**config.mk**
```make
export PLATFORM = sky130hd
export DESIGN_NAME = demultiplexer
export DESIGN_NICKNAME = d
export VERILOG_FILES = /design/src/rtl/avalon_st_pkg.sv /design/src/rtl/avalon_st_slice.sv /design/src/rtl/demultiplexer.sv
export SDC_FILE = /design/constraint.sdc
export NUM_CORES = 1
export LEC_CHECK = 0
export ABC_AREA = 1
export BUFFER_PORTS_ARGS = -buffer_cell sky130_fd_sc_hd__buf_2
export CAP_MARGIN = 20
export CELL_PAD_IN_SITES_DETAIL_PLACEMENT = 1
export CELL_PAD_IN_SITES_GLOBAL_PLACEMENT = 2
export CORE_UTILIZATION = 25
export CTS_BUF_LIST = sky130_fd_sc_hd__clkbuf_8 sky130_fd_sc_hd__clkbuf_16
export CTS_CLUSTER_SIZE = 16
export DETAILED_ROUTE_END_ITERATION = 10
export GPL_TIMING_DRIVEN = 0
export MAX_ROUTING_LAYER = met4
export PLACE_DENSITY_LB_ADDON = 0.1
export SYNTH_ARGS = -nofsm -noshare
export SYNTH_HDL_FRONTEND = slang
export SYNTH_HIERARCHICAL = 1
export SYNTH_SLANG_ARGS = --single-unit
```
**constraint.sdc**
```tcl
create_clock -name clk -period 1.6 [get_ports clk]
set_clock_uncertainty 0.15 [all_clocks]
set_input_delay 0.24 -clock clk [delete_from_list [all_inputs] [get_ports clk]]
set_output_delay 0.24 -clock clk [all_outputs]
set_load 0.1 [all_outputs]
```
**src/rtl/avalon_st_pkg.sv**
```systemverilog
// Shared Avalon-ST definitions for the packet demultiplexer: the default beat
// payload layout and the packet-tracking state encoding.
package avalon_st_pkg;

  localparam int AVST_CHANNEL_W = 8;
  localparam int AVST_DATA_W    = 32;
  localparam int AVST_EMPTY_W   = $clog2(AVST_DATA_W / 8);

  // One Avalon-ST beat without its valid qualifier.
  typedef struct packed {
    logic [AVST_CHANNEL_W-1:0] channel;
    logic [AVST_DATA_W-1:0]    data;
    logic                      sop;
    logic                      eop;
    logic [AVST_EMPTY_W-1:0]   empty;
  } avalon_item;

  // IDLE waits for the first beat of a packet; IN_PKT follows the latched route.
  typedef enum logic {
    IDLE   = 1'b0,
    IN_PKT = 1'b1
  } demux_state_t;

endpackage

```
**src/rtl/avalon_st_slice.sv**
```systemverilog
// One-deep registered Avalon-ST output slot. The upstream only asserts load_i
// when the slot is empty or being drained in the same cycle, so a loaded beat
// never overwrites one that has not been handed off.
module avalon_st_slice
  import avalon_st_pkg::*;
#(
  parameter type item_t = avalon_item
) (
  input  logic  clk,
  input  logic  reset_n,
  input  logic  load_i,
  input  item_t item_i,
  output logic  valid_o,
  output item_t item_o,
  input  logic  ready_i
);

  logic  valid_q;
  item_t item_q;

  // Capture a new beat on load; otherwise drop valid once downstream takes it.
  always_ff @(posedge clk or negedge reset_n) begin
    if (!reset_n) begin
      valid_q <= 1'b0;
      item_q  <= '0;
    end else if (load_i) begin
      valid_q <= 1'b1;
      item_q  <= item_i;
    end else if (ready_i) begin
      valid_q <= 1'b0;
    end
  end

  assign valid_o = valid_q;
  assign item_o  = item_q;

endmodule

```
**src/rtl/demultiplexer.sv**
```systemverilog
// Avalon-ST 1-to-2 packet demultiplexer. Whole packets are steered to output
// one (channel MSB = 0) or output two (channel MSB = 1) according to the
// channel seen on the packet's first beat; each output is a one-deep slice.
// Optional feature macro: DEMUX_FRAME_CHECK_EN adds framing checks and the
// frame_err pulse output.
module demultiplexer
  import avalon_st_pkg::*;
#(
  parameter int channel_width = AVST_CHANNEL_W,
  parameter int data_width    = AVST_DATA_W,
  parameter int empty_width   = $clog2(data_width / 8)
) (
  input  logic                     clk,
  input  logic                     reset_n,
  input  logic [channel_width-1:0] avsi_channel,
  input  logic [data_width-1:0]    avsi_data,
  input  logic                     avsi_valid,
  input  logic                     avsi_sop,
  input  logic                     avsi_eop,
  input  logic [empty_width-1:0]   avsi_empty,
  output logic                     avsi_ready,
  output logic [channel_width-1:0] avso_one_channel,
  output logic [data_width-1:0]    avso_one_data,
  output logic                     avso_one_valid,
  output logic                     avso_one_sop,
  output logic                     avso_one_eop,
  output logic [empty_width-1:0]   avso_one_empty,
  input  logic                     avso_one_ready,
  output logic [channel_width-1:0] avso_two_channel,
  output logic [data_width-1:0]    avso_two_data,
  output logic                     avso_two_valid,
  output logic                     avso_two_sop,
  output logic                     avso_two_eop,
  output logic [empty_width-1:0]   avso_two_empty,
`ifdef DEMUX_FRAME_CHECK_EN
  input  logic                     avso_two_ready,
  output logic                     frame_err
`else
  input  logic                     avso_two_ready
`endif
);

  typedef struct packed {
    logic [channel_width-1:0] channel;
    logic [data_width-1:0]    data;
    logic                     sop;
    logic                     eop;
    logic [empty_width-1:0]   empty;
  } beat_t;

  demux_state_t state_q, state_d;
  logic         route_q, route_d;

  beat_t inBeat, oneBeat, twoBeat;
  logic  oneValid, twoValid;
  logic  chanSel, startPkt, discard, sel;
  logic  selValid, selReady, accept, load;

  assign inBeat  = '{channel: avsi_channel, data: avsi_data, sop: avsi_sop,
                     eop: avsi_eop, empty: avsi_empty};
  assign chanSel = avsi_channel[channel_width-1];

  // A sop always opens a new packet. Without framing checks a stray non-sop
  // beat in IDLE is treated as a packet start; with them it is dropped.
`ifdef DEMUX_FRAME_CHECK_EN
  assign startPkt = avsi_sop;
  assign discard  = (state_q == IDLE) && !avsi_sop;
`else
  assign startPkt = avsi_sop || (state_q == IDLE);
  assign discard  = 1'b0;
`endif

  // Packet starts route by their own channel MSB; continuation beats follow
  // the route latched at the start, whatever channel they carry.
  assign sel      = startPkt ? chanSel : route_q;
  assign selValid = sel ? twoValid : oneValid;
  assign selReady = sel ? avso_two_ready : avso_one_ready;

  // Only the selected slot can back-pressure the input; dropped beats never stall.
  assign avsi_ready = reset_n && (discard || !selValid || selReady);
  assign accept     = avsi_valid && avsi_ready;
  assign load       = accept && !discard;

  avalon_st_slice #(.item_t(beat_t)) u_slice_one (
    .clk     (clk),
    .reset_n (reset_n),
    .load_i  (load && !sel),
    .item_i  (inBeat),
    .valid_o (oneValid),
    .item_o  (oneBeat),
    .ready_i (avso_one_ready)
  );

  avalon_st_slice #(.item_t(beat_t)) u_slice_two (
    .clk     (clk),
    .reset_n (reset_n),
    .load_i  (load && sel),
    .item_i  (inBeat),
    .valid_o (twoValid),
    .item_o  (twoBeat),
    .ready_i (avso_two_ready)
  );

`ifdef DEMUX_FRAME_CHECK_EN
  logic frameErr_q, frameErr_d;
  assign frameErr_d = accept && (discard || ((state_q == IN_PKT) && avsi_sop));
  assign frame_err  = frameErr_q;
`endif

  // Next packet state and route, advanced only by beats that reach a slot.
  always_comb begin
    state_d = state_q;
    route_d = route_q;
    if (load) begin
      if (startPkt && !avsi_eop) begin
        state_d = IN_PKT;
        route_d = sel;
      end else if (avsi_eop) begin
        state_d = IDLE;
      end
    end
  end

  // Packet-tracking registers, plus the framing-error pulse when enabled.
  always_ff @(posedge clk or negedge reset_n) begin
    if (!reset_n) begin
      state_q    <= IDLE;
      route_q    <= 1'b0;
`ifdef DEMUX_FRAME_CHECK_EN
      frameErr_q <= 1'b0;
`endif
    end else begin
      state_q    <= state_d;
      route_q    <= route_d;
`ifdef DEMUX_FRAME_CHECK_EN
      frameErr_q <= frameErr_d;
`endif
    end
  end

  assign avso_one_valid   = oneValid;
  assign avso_one_channel = oneBeat.channel;
  assign avso_one_data    = oneBeat.data;
  assign avso_one_sop     = oneBeat.sop;
  assign avso_one_eop     = oneBeat.eop;
  assign avso_one_empty   = oneBeat.empty;

  assign avso_two_valid   = twoValid;
  assign avso_two_channel = twoBeat.channel;
  assign avso_two_data    = twoBeat.data;
  assign avso_two_sop     = twoBeat.sop;
  assign avso_two_eop     = twoBeat.eop;
  assign avso_two_empty   = twoBeat.empty;

endmodule
```
* Word level (Yosys, flattened, before mapping)
Index checks and enable logic that the tools add are counted.
Storage, ports and cells: register bits 92, output and inout bits 91, logic and storage cells 39, bits of input ports 49
Operators by class: mux-type cells 9, reduce and logical (&&, ||, !) cells 15, bitwise gates (word level) 1
Operators by type and width (number):
- $mux 1 | 9
- $reduce_bool 2->1 | 3
- $logic_and 1x1->1 | 5
- $reduce_and 2->1 | 2
- $logic_not 1->1 | 3
- $logic_or 1x1->1 | 2
- $not 1->1 | 1

* Logic depth before layout (Yosys ltp)
word-level depth 10, mapped depth 13, gate-level depth less buffers 11

* Modules after synthesis
Netlist, hierarchy kept.
Modules (own cells, without submodules):
- avalon_st_slice | seq. area each 1126.1 µm², cells an instance 190, area an instance 1727.9 µm², times used 2
- demultiplexer | seq. area each 50.0 µm², cells an instance 26, area an instance 183.9 µm², times used 1

* Worst setup path before layout
No wires, ideal clock.
path kind register to register, from register u_slice_one.valid_q (netlist: u_slice_one/valid_o), to register u_slice_one.item_q (netlist bit u_slice_one/item_o[0]), buffers on the path 2, stages on the path, launching flop included 13, period minus slack after synthesis 2.526 ns, setup time 0.122 ns, slack -0.926 ns, arrival time 2.254 ns, required time 1.328 ns, path through dfrtp_1 > inv_1 > nor2_1 > nand3_2 > nand2_2 > nor2_4 > nand2_2 > nor2_1 > buf_6 > inv_6 > buf_6 > nand2_1 > nand2_1
Between the ends: longest elaborated chain between the ends 6
RTL lines:
- start: declaration | RTL line avalon_st_slice.sv:18 | logic valid_q;
- start signal: assignment | RTL line avalon_st_slice.sv:24 | valid_q <= 1'b0;
- start signal: assignment | RTL line avalon_st_slice.sv:27 | valid_q <= 1'b1;
- start signal: assignment | RTL line avalon_st_slice.sv:30 | valid_q <= 1'b0;
- $mux 1 | RTL line demultiplexer.sv:76 | assign selValid = sel ? twoValid : oneValid;
- $logic_not 1->1 | RTL line demultiplexer.sv:80 | assign avsi_ready = reset_n && (discard || !selValid || selReady);
- $logic_or 1x1->1 | RTL line demultiplexer.sv:80
- $logic_and 1x1->1 | RTL line demultiplexer.sv:80
- named net avsi_ready | RTL line demultiplexer.sv:21 | output logic avsi_ready,
- $logic_and 1x1->1 | RTL line demultiplexer.sv:81 | assign accept = avsi_valid && avsi_ready;
- $logic_and 1x1->1 | RTL line demultiplexer.sv:87 | .load_i (load && !sel),
- end signal: assignment | RTL line avalon_st_slice.sv:28 | item_q <= item_i;
- end: declaration | RTL line avalon_st_slice.sv:19 | item_t item_q;
The timed path passes the listed nets, and every way through them passes these cells. A chain may end at the register's enable or synchronous reset.

* Worst setup path in the final report
from register state_q, to output port avsi_ready
Between the ends: longest elaborated chain between the ends 7, elaborated cells between the ends (all ways) 8, classes of those cells 3 x mux; 1 x bitwise; 4 x reduce/logical
RTL lines:
- start: declaration | RTL line demultiplexer.sv:51 | demux_state_t state_q, state_d;
- start signal: assignment | RTL line demultiplexer.sv:133 | state_q <= state_d;
- $not 1->1 * | RTL line demultiplexer.sv:69 | assign startPkt = avsi_sop || (state_q == IDLE);
- $logic_or 1x1->1 * | RTL line demultiplexer.sv:69
- $mux 1 * | RTL line demultiplexer.sv:75 | assign sel = startPkt ? chanSel : route_q;
- $mux 1 | RTL line demultiplexer.sv:76
- $logic_not 1->1 | RTL line demultiplexer.sv:80
- $logic_or 1x1->1 * | RTL line demultiplexer.sv:80
- $logic_and 1x1->1 * | RTL line demultiplexer.sv:80
- end: declaration | RTL line demultiplexer.sv:21
Every way passes the cells marked *; elsewhere a longest branch is shown, timed or not.

==> key figures <==
Status
  • Status: finished, violations left
  • Violations in the final reports: hold timing, setup timing

Pwr
  • Power Density: 2020 mW/mm2
  • Worst supply voltage drop on vdd: 795 uV
  • Static Leak: 0.00319 uW
  • Total Power: 11,400 uW

Finish
  • Most frequent cells in the layout: nand2_1 (267), buf_2 (136), dfrtp_1 (89)
  • Ratio of cells with drive above 1 in the final layout: 0.343
  • Utilization of the core after routing: 0.403
  • Most common cell after layout, fill and taps aside: nand2_1
  • Relative area change from synthesis to final layout: 55.4%
  • NumNets Final: 670
  • Count of inserted antenna diode cells: 0

GRT
  • Vias in the first global route: 3,393
  • Met3 capacity usage during global routing: 0.0432
  • Pin count of the biggest net entering global routing: 49
  • Sum of overflow across all layers after global routing: 0
  • Met2 global-route usage: 0.264
  • First-pass GRT wire length: 17,500 um
  • Global routing usage summed across all routing layers: 0.161
  • Layer carrying the most global-route usage: met2
  • Met1 track demand over resource: 0.190
  • Initial antenna violation count: 0

Timing
  • Setup TNS: -18,010 ps
  • Unrepaired setup endpoints after global routing: yes
  • Post-route minimum period: 1840 ps
  • Final worst setup slack: -236 ps
  • Number of hold violations in the final report: 92
  • Count of final setup violators: 92
  • Period Utilization, post-route: 1.15
  • Post-route worst hold slack: -366 ps
  • Final Slew Violations: 0
  • Rel. slew slack: 0.662
  • Slew of the pin with the lowest slew margin: 510 ps
  • Peak Freq: 0.545 GHz

Critical path
  • Crit. End Element: primary output
  • Internal reg-to-reg setup slack: -230 ps
  • Critical-path cell with the highest stage delay: dfrtp_2
  • Critical R2R Launch: state_q$_DFFE_PN0P_
  • Startpoint Class: flop
  • Cell chain of the critical path: nand2_2 -> nand2_4 -> nand3_2 -> nand2_2 -> nor2_4 -> buf_12
  • Maximum fanout encountered on the critical timing path: 4
  • Critical path data required time: 1210 ps
  • Worst EP arrival: 1450 ps
  • Critical path type: flop to primary output
  • Crit-path leading delay family: simple AND/OR/NAND/NOR gates
  • Delay of the slowest cell on the worst path: 430 ps
  • RR Endpoint: u_slice_one/item_o[27]$_DFFE_PN0P_
  • Critical path buffers and inverters: 1
  • Cell depth of the worst flop-to-flop path: 12
  • Most prevalent standard cell on the critical path: nand2_2

Synth
  • Number of nets in the synthesized netlist: 455
  • Post-synthesis instance area: 0.00364 mm2
  • Library cell with the largest summed area after synthesis: dfrtp_1
  • Count of different cell masters after synthesis: 15
  • Synth warn: 6
  • Top cells by area in the synthesized netlist: dfrtp_1 (63%), nand2_1 (28%), buf_6 (3.1%), buf_4 (1.7%), inv_1 (0.62%)
  • Sequential element share of the synthesized area: 0.633
  • Average footprint of a synthesized cell: 8.96 um2
  • Area share of the largest cell type after synthesis: 0.633
  • Number of register bits inferred by synthesis: 92
  • Post-synthesis cell count: 406

Routing
  • Routed WL: 11,200 um
  • Detail-routed net length per standard cell: 13.9 um
  • First-iteration detailed-routing DRC count: 98
  • Number of remaining DRC errors: 0
  • Per-cell via count in the routed design: 4.13
  • Via count: 3,325
  • Total iterations of the first detailed-routing run: 4
  • Antenna viol nets, final: 0

Place
  • Placed wire-length estimate after detailed placement: 7280 um
  • Number of input and output port buffers inserted: 139
  • Gp weighted congestion: 0.744

Min path
  • Path type of the worst min-delay path: primary input to asynchronous set/reset pin

Die
  • Starting density of the core: 0.259
  • Number of rows created at floorplan: 43
  • Area enclosed by the die boundary: 0.0150 mm2
  • Count of boundary I/O pins: 140
  • Die Width: 123 um
  • Area of the placeable core: 0.0140 mm2
  • Die Y-Extent: 123 um

Clock tree
  • Clock tree root buffer cell: clkbuf_16
  • Clock tree from TritonCTS: done
  • Clock Sinks: 92
  • Reg clk slew, reported paths: 60 ps
  • Cts hold-fix bufs: 46
  • Worst skew pair latency: 340 ps
  • Number of CTS-inserted buffers: 9
  • Number of H-tree levels: 3
  • Clock tree buffer depth: 2

Job
  • Max-cap violation count: 0
## registers in the layout, indices dropped and copies added (netlist names)
signal	flops
state_q	1
u_slice_one/item_o	44
u_slice_one/valid_o	1
route_q	1
u_slice_two/valid_o	1
u_slice_two/item_o	44
## routing by layer
| layer | part of all wire | vias to the layer above |
|---|---|---|
| li1 | - | 1644 |
| met2 | 0.49 | 82 |
| met1 | 0.45 | 1592 |
| met3 | 0.043 | 7 |
| met4 | 0.012 | 0 |
| met5 | 0 | - |
## kinds of logic after synthesis
| kind of cell | count (synthesis) | share of synthesized area |
|---|---|---|
| AOI/OAI and AO/OA | 3 | 0.00619 |
| and+or+nand+nor | 285 | 0.303 |
| DFF | 92 | 0.633 |
| buffers and inverters | 26 | 0.0584 |
## through the flow
step           cell area (um2)  setup slack, ps  cells  hold slack [ps]
2_1_floorplan             3650             -736    406             -206
3_3_place_gp              4570            -1750    725              299
3_5_place_dp              4600             -860    726              159
4_1_cts                   5470             -260    797             -361
5_1_grt                   5660             -370    806             -351
6_report                  5660             -236    806             -366
## report_power, final
part           internal, uW  switching [uW]  leakage (uW)
clock                  1190             883      0.000150
sequential             2920             309       0.00114
combinational           895            5230       0.00190
total                  5010            6420       0.00319
## worst max path at each step
stage                                               start                                 end  slack [ps]  cells after the start
final                                 state_q$_DFFE_PN0P_                          avsi_ready        -240                      6
after floorplan           u_slice_one/valid_o$_DFFE_PN0P_   u_slice_one/item_o[0]$_DFFE_PN0P_        -740                     12
after CTS                             state_q$_DFFE_PN0P_                          avsi_ready        -260                      6
after global placement                            reset_n  u_slice_one/item_o[30]$_DFFE_PN0P_       -1750                     10
after global routing                              reset_n  u_slice_one/item_o[36]$_DFFE_PN0P_        -370                     11
after detailed placement                          reset_n  u_slice_one/item_o[27]$_DFFE_PN0P_        -860                     11
## final cells by class
cell class	count	area, um2
Clock inverter	7	58.8
Sequential cell	92	2310
Timing Repair Buffer	204	1420
Clock buffer	9	225
Multi-Input combinational cell	288	1150
Inverter	8	45.0
Tap cell	180	225
Fill cell	1660	8380
Buffer	18	223
## synth_stat cells, drive strengths merged
library cell  number
buf               18
inv                8
nor2               3
o21ai              1
dfrtp             92
nand4              1
a21oi              2
nand3              4
nand2            277
## worst register-to-register path, cell delays in order, from the launching register on
cell and delay (ps):
dfrtp_2 430, nand2_2 90, nand2_4 60, nand3_2 60, nand2_2 60, nor2_4 200, nand2_2 80, nor2_2 90
buf_6 170, inv_8 70, buf_8 140, nand2_1 60, nand2_1 60
## what timing repair did
item	4_1_cts	5_1_grt
endpoints found under the hold margin	134	45
gates resized for setup	16	22
gates cloned	0	4
pin swaps	3	4
setup buffers	9	5
endpoints found under the setup margin	92	93
Note: power is estimated with default switching activity, not from simulation.
